### src/rtl/uart_rx_multimode.sv
`default_nettype none
// ============================================================================
// Module      : uart_rx_multimode
// Description : Parametrised UART receiver. Configurable data bits, parity,
//               stop bits and oversample rate, with a runtime baud divisor.
//               Uses majority-vote mid-bit sampling and rejects false starts.
//               Reports framing and parity errors. Output is a valid/ready
//               holding register with overrun detection.
//               Optional break detection: define UART_RX_BREAK_DETECT_EN.
// Revision    : 1.0 - initial release
// ============================================================================
module uart_rx_multimode #(
    parameter int DATA_BITS   = 8,
    parameter int PARITY_MODE = 0,
    parameter int STOP_BITS   = 1,
    parameter int OS_RATE     = 16,
    parameter int DIV_WIDTH   = 16
) (
    input  logic                 clk,
    input  logic                 rst,
    input  logic                 rx,
    input  logic [DIV_WIDTH-1:0] baud_div,
    output logic [DATA_BITS-1:0] data,
    output logic                 valid,
    input  logic                 ready,
    output logic                 frame_err,
    output logic                 parity_err,
    output logic                 overrun,
    output logic                 break_det
);

    localparam int c_os_w  = $clog2(OS_RATE);
    localparam int c_bit_w = $clog2(DATA_BITS);
    localparam logic [c_os_w-1:0]  c_os_mid   = c_os_w'(OS_RATE / 2);
    localparam logic [c_os_w-1:0]  c_os_last  = c_os_w'(OS_RATE - 1);
    localparam logic [c_bit_w-1:0] c_bit_last = c_bit_w'(DATA_BITS - 1);
    localparam logic               c_stop_last = 1'(STOP_BITS - 1);

    typedef enum logic [2:0] {
        ST_IDLE      = 3'd0,
        ST_START     = 3'd1,
        ST_DATA      = 3'd2,
        ST_PARITY    = 3'd3,
        ST_STOP      = 3'd4,
        ST_WAIT_IDLE = 3'd5
    } state_t;

    // Baud tick generator
    logic [DIV_WIDTH-1:0] tick_cnt_q, tick_cnt_d;
    logic [DIV_WIDTH-1:0] w_div_last;
    logic                 w_tick;

    // Synchroniser and vote history
    logic [1:0] sync_q, sync_d;
    logic [2:0] hist_q, hist_d;
    logic       w_rx_s, w_rx_v;

    // Frame FSM
    state_t               state_q, state_d;
    logic [c_os_w-1:0]    os_cnt_q, os_cnt_d;
    logic [c_bit_w-1:0]   bit_idx_q, bit_idx_d;
    logic                 stop_idx_q, stop_idx_d;
    logic [DATA_BITS-1:0] shreg_q, shreg_d;
    logic                 perr_pend_q, perr_pend_d;
    logic                 ferr_pend_q, ferr_pend_d;
    logic                 w_par_exp;
    logic                 w_commit;

    // Output holding register
    logic [DATA_BITS-1:0] data_q, data_d;
    logic                 valid_q, valid_d;
    logic                 ferr_q, ferr_d;
    logic                 perr_q, perr_d;
    logic                 ovr_q, ovr_d;

    // Counter wraps when it reaches (or has been left above) the last count
    always_comb begin
        w_div_last = (baud_div == '0) ? '0 : baud_div - DIV_WIDTH'(1);
        w_tick     = (tick_cnt_q >= w_div_last);
        tick_cnt_d = w_tick ? '0 : tick_cnt_q + DIV_WIDTH'(1);
    end

    // Two-flop synchroniser every clock; vote history shifts on ticks only
    always_comb begin
        sync_d = {sync_q[0], rx};
        w_rx_s = sync_q[1];
        hist_d = w_tick ? {hist_q[1:0], w_rx_s} : hist_q;
        w_rx_v = (hist_q[0] & hist_q[1]) | (hist_q[0] & hist_q[2]) | (hist_q[1] & hist_q[2]);
        w_par_exp = (^shreg_q) ^ (PARITY_MODE == 2);
    end

`ifdef UART_RX_BREAK_DETECT_EN
    logic ones_seen_q, ones_seen_d;
    logic brk_q, brk_d;
    logic w_break;
    logic w_break_frame;

    // Remember whether any data or parity sample of this frame was a 1
    always_comb begin
        ones_seen_d = ones_seen_q;
        if (w_tick && state_q == ST_IDLE) begin
            ones_seen_d = 1'b0;
        end else if (w_tick && (state_q == ST_DATA || state_q == ST_PARITY) &&
                     os_cnt_q == c_os_mid && w_rx_v) begin
            ones_seen_d = 1'b1;
        end
        w_break_frame = ~ones_seen_q & (ferr_pend_q | ~w_rx_v);
        brk_d         = w_break;
    end

    // Break tracking registers
    always_ff @(posedge clk or posedge rst) begin
        if (rst) begin
            ones_seen_q <= 1'b0;
            brk_q       <= 1'b0;
        end else begin
            ones_seen_q <= ones_seen_d;
            brk_q       <= brk_d;
        end
    end

    assign break_det = brk_q;
`else
    assign break_det = 1'b0;
`endif

    // Frame FSM next state; all sampling happens at mid-bit ticks
    always_comb begin
        state_d     = state_q;
        os_cnt_d    = os_cnt_q;
        bit_idx_d   = bit_idx_q;
        stop_idx_d  = stop_idx_q;
        shreg_d     = shreg_q;
        perr_pend_d = perr_pend_q;
        ferr_pend_d = ferr_pend_q;
        w_commit    = 1'b0;
`ifdef UART_RX_BREAK_DETECT_EN
        w_break     = 1'b0;
`endif
        if (w_tick) begin
            case (state_q)
                ST_IDLE: begin
                    if (!w_rx_s) begin
                        state_d     = ST_START;
                        os_cnt_d    = '0;
                        perr_pend_d = 1'b0;
                        ferr_pend_d = 1'b0;
                    end
                end
                ST_START: begin
                    os_cnt_d = os_cnt_q + c_os_w'(1);
                    if (os_cnt_q == c_os_mid && w_rx_v) begin
                        state_d = ST_IDLE;
                    end else if (os_cnt_q == c_os_last) begin
                        state_d   = ST_DATA;
                        bit_idx_d = '0;
                    end
                end
                ST_DATA: begin
                    os_cnt_d = os_cnt_q + c_os_w'(1);
                    if (os_cnt_q == c_os_mid) begin
                        shreg_d = {w_rx_v, shreg_q[DATA_BITS-1:1]};
                    end
                    if (os_cnt_q == c_os_last) begin
                        if (bit_idx_q == c_bit_last) begin
                            state_d    = (PARITY_MODE != 0) ? ST_PARITY : ST_STOP;
                            stop_idx_d = 1'b0;
                        end else begin
                            bit_idx_d = bit_idx_q + c_bit_w'(1);
                        end
                    end
                end
                ST_PARITY: begin
                    os_cnt_d = os_cnt_q + c_os_w'(1);
                    if (os_cnt_q == c_os_mid && (w_rx_v != w_par_exp)) begin
                        perr_pend_d = 1'b1;
                    end
                    if (os_cnt_q == c_os_last) begin
                        state_d    = ST_STOP;
                        stop_idx_d = 1'b0;
                    end
                end
                ST_STOP: begin
                    os_cnt_d = os_cnt_q + c_os_w'(1);
                    if (os_cnt_q == c_os_mid) begin
                        if (!w_rx_v) begin
                            ferr_pend_d = 1'b1;
                        end
                        // Finish at the last stop mid-sample so a back-to-back start edge is seen
                        if (stop_idx_q == c_stop_last) begin
`ifdef UART_RX_BREAK_DETECT_EN
                            if (w_break_frame) begin
                                w_break = 1'b1;
                                state_d = ST_WAIT_IDLE;
                            end else begin
                                w_commit = 1'b1;
                                state_d  = ST_IDLE;
                            end
`else
                            w_commit = 1'b1;
                            state_d  = ST_IDLE;
`endif
                        end
                    end else if (os_cnt_q == c_os_last) begin
                        stop_idx_d = stop_idx_q + 1'b1;
                    end
                end
                ST_WAIT_IDLE: begin
                    if (w_rx_v) begin
                        state_d = ST_IDLE;
                    end
                end
                default: begin
                    state_d = ST_IDLE;
                end
            endcase
        end
    end

    // Holding register: a commit always wins, consumption clears valid otherwise
    always_comb begin
        data_d  = data_q;
        valid_d = valid_q;
        ferr_d  = ferr_q;
        perr_d  = perr_q;
        ovr_d   = 1'b0;
        if (valid_q && ready) begin
            valid_d = 1'b0;
        end
        if (w_commit) begin
            data_d  = shreg_q;
            ferr_d  = ferr_pend_q | ~w_rx_v;
            perr_d  = perr_pend_q;
            valid_d = 1'b1;
            ovr_d   = valid_q & ~ready;
        end
    end

    // State registers
    always_ff @(posedge clk or posedge rst) begin
        if (rst) begin
            tick_cnt_q  <= '0;
            sync_q      <= 2'b11;
            hist_q      <= 3'b111;
            state_q     <= ST_IDLE;
            os_cnt_q    <= '0;
            bit_idx_q   <= '0;
            stop_idx_q  <= 1'b0;
            shreg_q     <= '0;
            perr_pend_q <= 1'b0;
            ferr_pend_q <= 1'b0;
            data_q      <= '0;
            valid_q     <= 1'b0;
            ferr_q      <= 1'b0;
            perr_q      <= 1'b0;
            ovr_q       <= 1'b0;
        end else begin
            tick_cnt_q  <= tick_cnt_d;
            sync_q      <= sync_d;
            hist_q      <= hist_d;
            state_q     <= state_d;
            os_cnt_q    <= os_cnt_d;
            bit_idx_q   <= bit_idx_d;
            stop_idx_q  <= stop_idx_d;
            shreg_q     <= shreg_d;
            perr_pend_q <= perr_pend_d;
            ferr_pend_q <= ferr_pend_d;
            data_q      <= data_d;
            valid_q     <= valid_d;
            ferr_q      <= ferr_d;
            perr_q      <= perr_d;
            ovr_q       <= ovr_d;
        end
    end

    assign data       = data_q;
    assign valid      = valid_q;
    assign frame_err  = ferr_q;
    assign parity_err = perr_q;
    assign overrun    = ovr_q;

endmodule
`default_nettype wire

### config.mk
export PLATFORM = sky130hd
export DESIGN_NAME = uart_rx_multimode
export DESIGN_NICKNAME = d
export VERILOG_FILES = /design/src/rtl/uart_rx_multimode.sv
export SDC_FILE = /design/constraint.sdc
export NUM_CORES = 1
export LEC_CHECK = 0
export ABC_AREA = 1
export ABC_CLOCK_PERIOD_IN_PS = 1700
export CORE_ASPECT_RATIO = 0.75
export CORE_UTILIZATION = 45
export CTS_CLUSTER_SIZE = 10
export DETAILED_ROUTE_END_ITERATION = 16
export PLACE_DENSITY = 0.68
export SLEW_MARGIN = 0
export SYNTH_ARGS = -nofsm -noshare
export SYNTH_HDL_FRONTEND = slang
export SYNTH_SLANG_ARGS = --single-unit
### constraint.sdc
create_clock -name clk -period 1.7 [get_ports clk]
set_input_delay 0.34 -clock clk [delete_from_list [all_inputs] [get_ports clk]]
set_output_delay 0.34 -clock clk [all_outputs]
set_load 0.02 [all_outputs]
==> results.md <==
- Initial antenna violation count: 0
- TritonCTS Buffers: 5
- Largest net degree at the start of global routing: 33
- CTS sink cnt: 54
- Status: finished, violations left
- Tcrit/Tclk final: 161%
- Routed WL: 11.9 mm
- PnR worst setup slack: -1.04 ns
- Layout cells sized above 1: 47.6%
- Max Root-Sink Buffers: 2
- Core ar.: roughly 7500 µm²
- Post-route antenna net violation count: 0
- CP Max Fanout: 8
- Post-synth ARST share: 100%
- I/O pin cnt: 33
- Syn Inst Count: between 400 and 500
- Synth warn: 0
- Die H: 79.3 µm
- IO Port Bufs: 31
- Clock transition at path regs: approximately 0.12 ns
- Wire length of the first global-routing pass: 16.4 mm
- Area leader, netlist: dfrtp_1
- Filler cells: between 400 and 500
- EDFF count, synth: 0
- Worst path cell trace: dlygate4sd2_1 > nor2_2 > inv_2 > buf_4 > nor4_4 > nand2_2 > nand2_1 > ha_4 > buf_4 > a21oi_2 > o21ai_2 > nor2_4 > buf_6 > nand2_8 > buf_6 > buf_6 > buf_12 > nor3_4
- Synth-to-Final Area Change: 59.9%
- Ranking of synthesized cells by area: dfrtp_1 34%, nand2_1 13%, ha_1 8.0%
- Clock Skew: 0.0172 ns
- RSZ-0062 raised after global routing: true
- P_leak: 2.84 nW
- Cell Area, Synth: 3590 µm²
- Final hold viol count: 0
- Slowest CP cell: dlygate4sd2_1
- Die X: 105 µm
- Drt wl/cell: approximately 17 µm
- HP Class: in2async
- DR vias: roughly 4000
- Setup CP Type: in2reg
- Initial DRC Count: 201
- Row count: 27
- Final RePlAce weighted congestion: roughly 0.84
- CTS tree: built
- Fmax: roughly 0.37 GHz
- Congestion Overflow GR: 0
- Placement Cell Area: 4540 µm²
- GR Util All Layers: 25.1%
- Mapped Avg Cell Area: 7.51 µm²
- Drt first pass iters: 7
- Root Driver: clkbuf_8
- Total die area: approximately 8300 µm²
- Fin crit period: 2.74 ns
- Final Cell Area: 5740 µm²
- CP endpoint kind: flip-flop
- Placed cell count: 665
- Post-synthesis sequential area ratio: 37.8%
- HPWL Detailed: 6.45 mm
- Vias in the first global route: 3500
- Final setup vio count: 52
- Vias per cell: around 5.4
- Max-cap violations: 0
- Failing checks: negative setup slack
- Final core utilization: roughly three quarters
- Number of H-tree levels: 2
- Antenna diodes: 0
- Hold_ws: 0.364 ns
- CP most frequent cell: buf_6
- Starting Density: 47.6%
- Cell variety after synth: 32
- Worst Path Arrival: 2.98 ns
- Cell family with most CP delay: buffers and inverters
- Slew Limit Fails: 0
- Seq cells post-synth: 54
- Yosys top cell area share: 34.2%
- WP buf/inv: 8
- Req. time, crit path: about 1.9 ns
- Syn Nets: between 500 and 600
- Type of origin of the critical path: primary input
- PwrDens: 854 nW/µm²
- Power consumption: 4.90 mW
- Most used DFF post-synth: dfrtp_1
- Worst skew pair latency: about 0.33 ns
- Largest stage delay on the critical path: about 0.27 ns
- Final net count: 659
- Drt drc: 0
- VDD IR max: 623 µV
- Post-route insts no fill: 718
[cells in the mapped netlist (2+ instances only)]
library cell  number
buf_2              4
nand2_2            9
nor2_4             6
dfrtp_1           49
inv_1             67
dfstp_2            5
nand3_2            4
xnor2_1            4
or2_2              4
nand2_4            3
nor2_2             6
xor2_1             9
nand4_1            5
nor3_1            12
nor3_2             6
nand2_1          125
inv_2              3
nor2_1            34
nand3_1           28
nor4_1             3
o21ai_1           30
a21oi_1           16
o21ai_0           14
ha_1              23
buf_4              2
[cells in the final DEF (no fill, tap or decap), types with 4 or more instances in the layout]
master / instances
buf_6: 13
nor2_2: 13
nor3_4: 5
a21oi_1: 11
inv_2: 12
xnor2_1: 4
clkbuf_8: 5
dfstp_2: 5
nor2_1: 17
clkdlybuf4s50_1: 7
nand3_4: 7
a21oi_2: 4
o21ai_1: 23
xor2_1: 9
nand2_2: 41
o21ai_2: 20
or2_2: 4
nand2_1: 85
ha_4: 6
nor3_2: 11
nand4_1: 5
nand2_4: 9
buf_8: 5
ha_1: 15
nor2_4: 16
nand3_2: 5
nand3_1: 22
buf_4: 81
buf_12: 8
dfrtp_1: 49
inv_1: 55
dlymetal6s2s_1: 9
[layout make-up]
type                    count  area, µm²  share of cell area [%]
repair buffers            135       1310                    22.8
flip-flops and latches     54       1360                    23.7
clock buffers               5       68.8                    1.20
multi-input cells         350       2570                    44.9
clock inverters             3       28.8                   0.502
well taps                 101        126                    2.20
inverters                  70        272                    4.73
[kinds of logic (layout without fill, tap and decap cells)]
family	after synthesis	in the layout	share of synthesized area [%]
simple gates	247	249	33.2
buf+inv	76	213	8.30
compound gates	64	64	9.34
flops	54	54	37.8
fa+ha+maj	23	23	8.02
xor+xnor	13	13	3.17
other cells	1	1	0.105
[registers in the layout, summed over array words and instances, names as in the netlist, 2 cells and up]
name        flops
shreg_q         8
sync_q          2
tick_cnt_q     16
os_cnt_q        4
data            8
hist_q          3
bit_idx_q       3
state_q         3
[worst min-delay path: stages]
cell and delay [ns]:
clkdlybuf4s50_1 0.42, inv_2 0.11, buf_12 0.19
[report_power, final]
group	total (mW)	leakage (nW)	switching (mW)	internal, mW
logic	2.32	2.08	1.35	0.972
registers	1.79	0.719	0.264	1.53
clock network	0.790	0.0502	0.483	0.307
[metrics by stage]
stage	setup slack (ns)	setup TNS, ns
2_1_floorplan	-0.732	-34.30
3_3_place_gp	-1.61	-78.69
3_5_place_dp	-1.73	-85.35
4_1_cts	-0.902	-43.44
5_1_grt	-1.12	-55.19
6_report	-1.04	-48.58
[what timing repair did]
item | in CTS | in global routing
resized for setup | 122 | 120
pin swaps | 42 | 40
gates cloned | 4 | 1
buffers inserted | 32 | 13
hold buffers | 0 | 0
setup endpoints to repair | 52 | 56
[layer usage]
| layer | global-route usage, % | wire length, µm | vias to the layer above | part of all wire (%) |
|---|---|---|---|---|
| met3 | 4.35 | 663 | 48 | 5.6 |
| li1 | - | - | 1812 | - |
| met2 | 41.8 | 5730 | 137 | 48 |
| met5 | 0 | 0 | - | 0 |
| met4 | 6.06 | 461 | 0 | 3.9 |
| met1 | 34.1 | 5010 | 1887 | 42 |
[final timing paths]
path	start	end	slack, ns	cells after the start
worst max-delay path	baud_div[12]	tick_cnt_q[6]$_DFF_PP0_	-1.04	18
worst min-delay path	rst	data[4]$_DFFE_PP0P_	0.36	3
worst max register to register	tick_cnt_q[15]$_DFF_PP0_	tick_cnt_q[6]$_DFF_PP0_	-0.37	11
worst min register to register	sync_q[0]$_DFF_PP1_	sync_q[1]$_DFF_PP1_	0.37	0
max in group asynchronous	rst	sync_q[1]$_DFF_PP1_	1.06	3
min in group clk	sync_q[0]$_DFF_PP1_	sync_q[1]$_DFF_PP1_	0.37	0
Power figures use the tool's default switching activity.
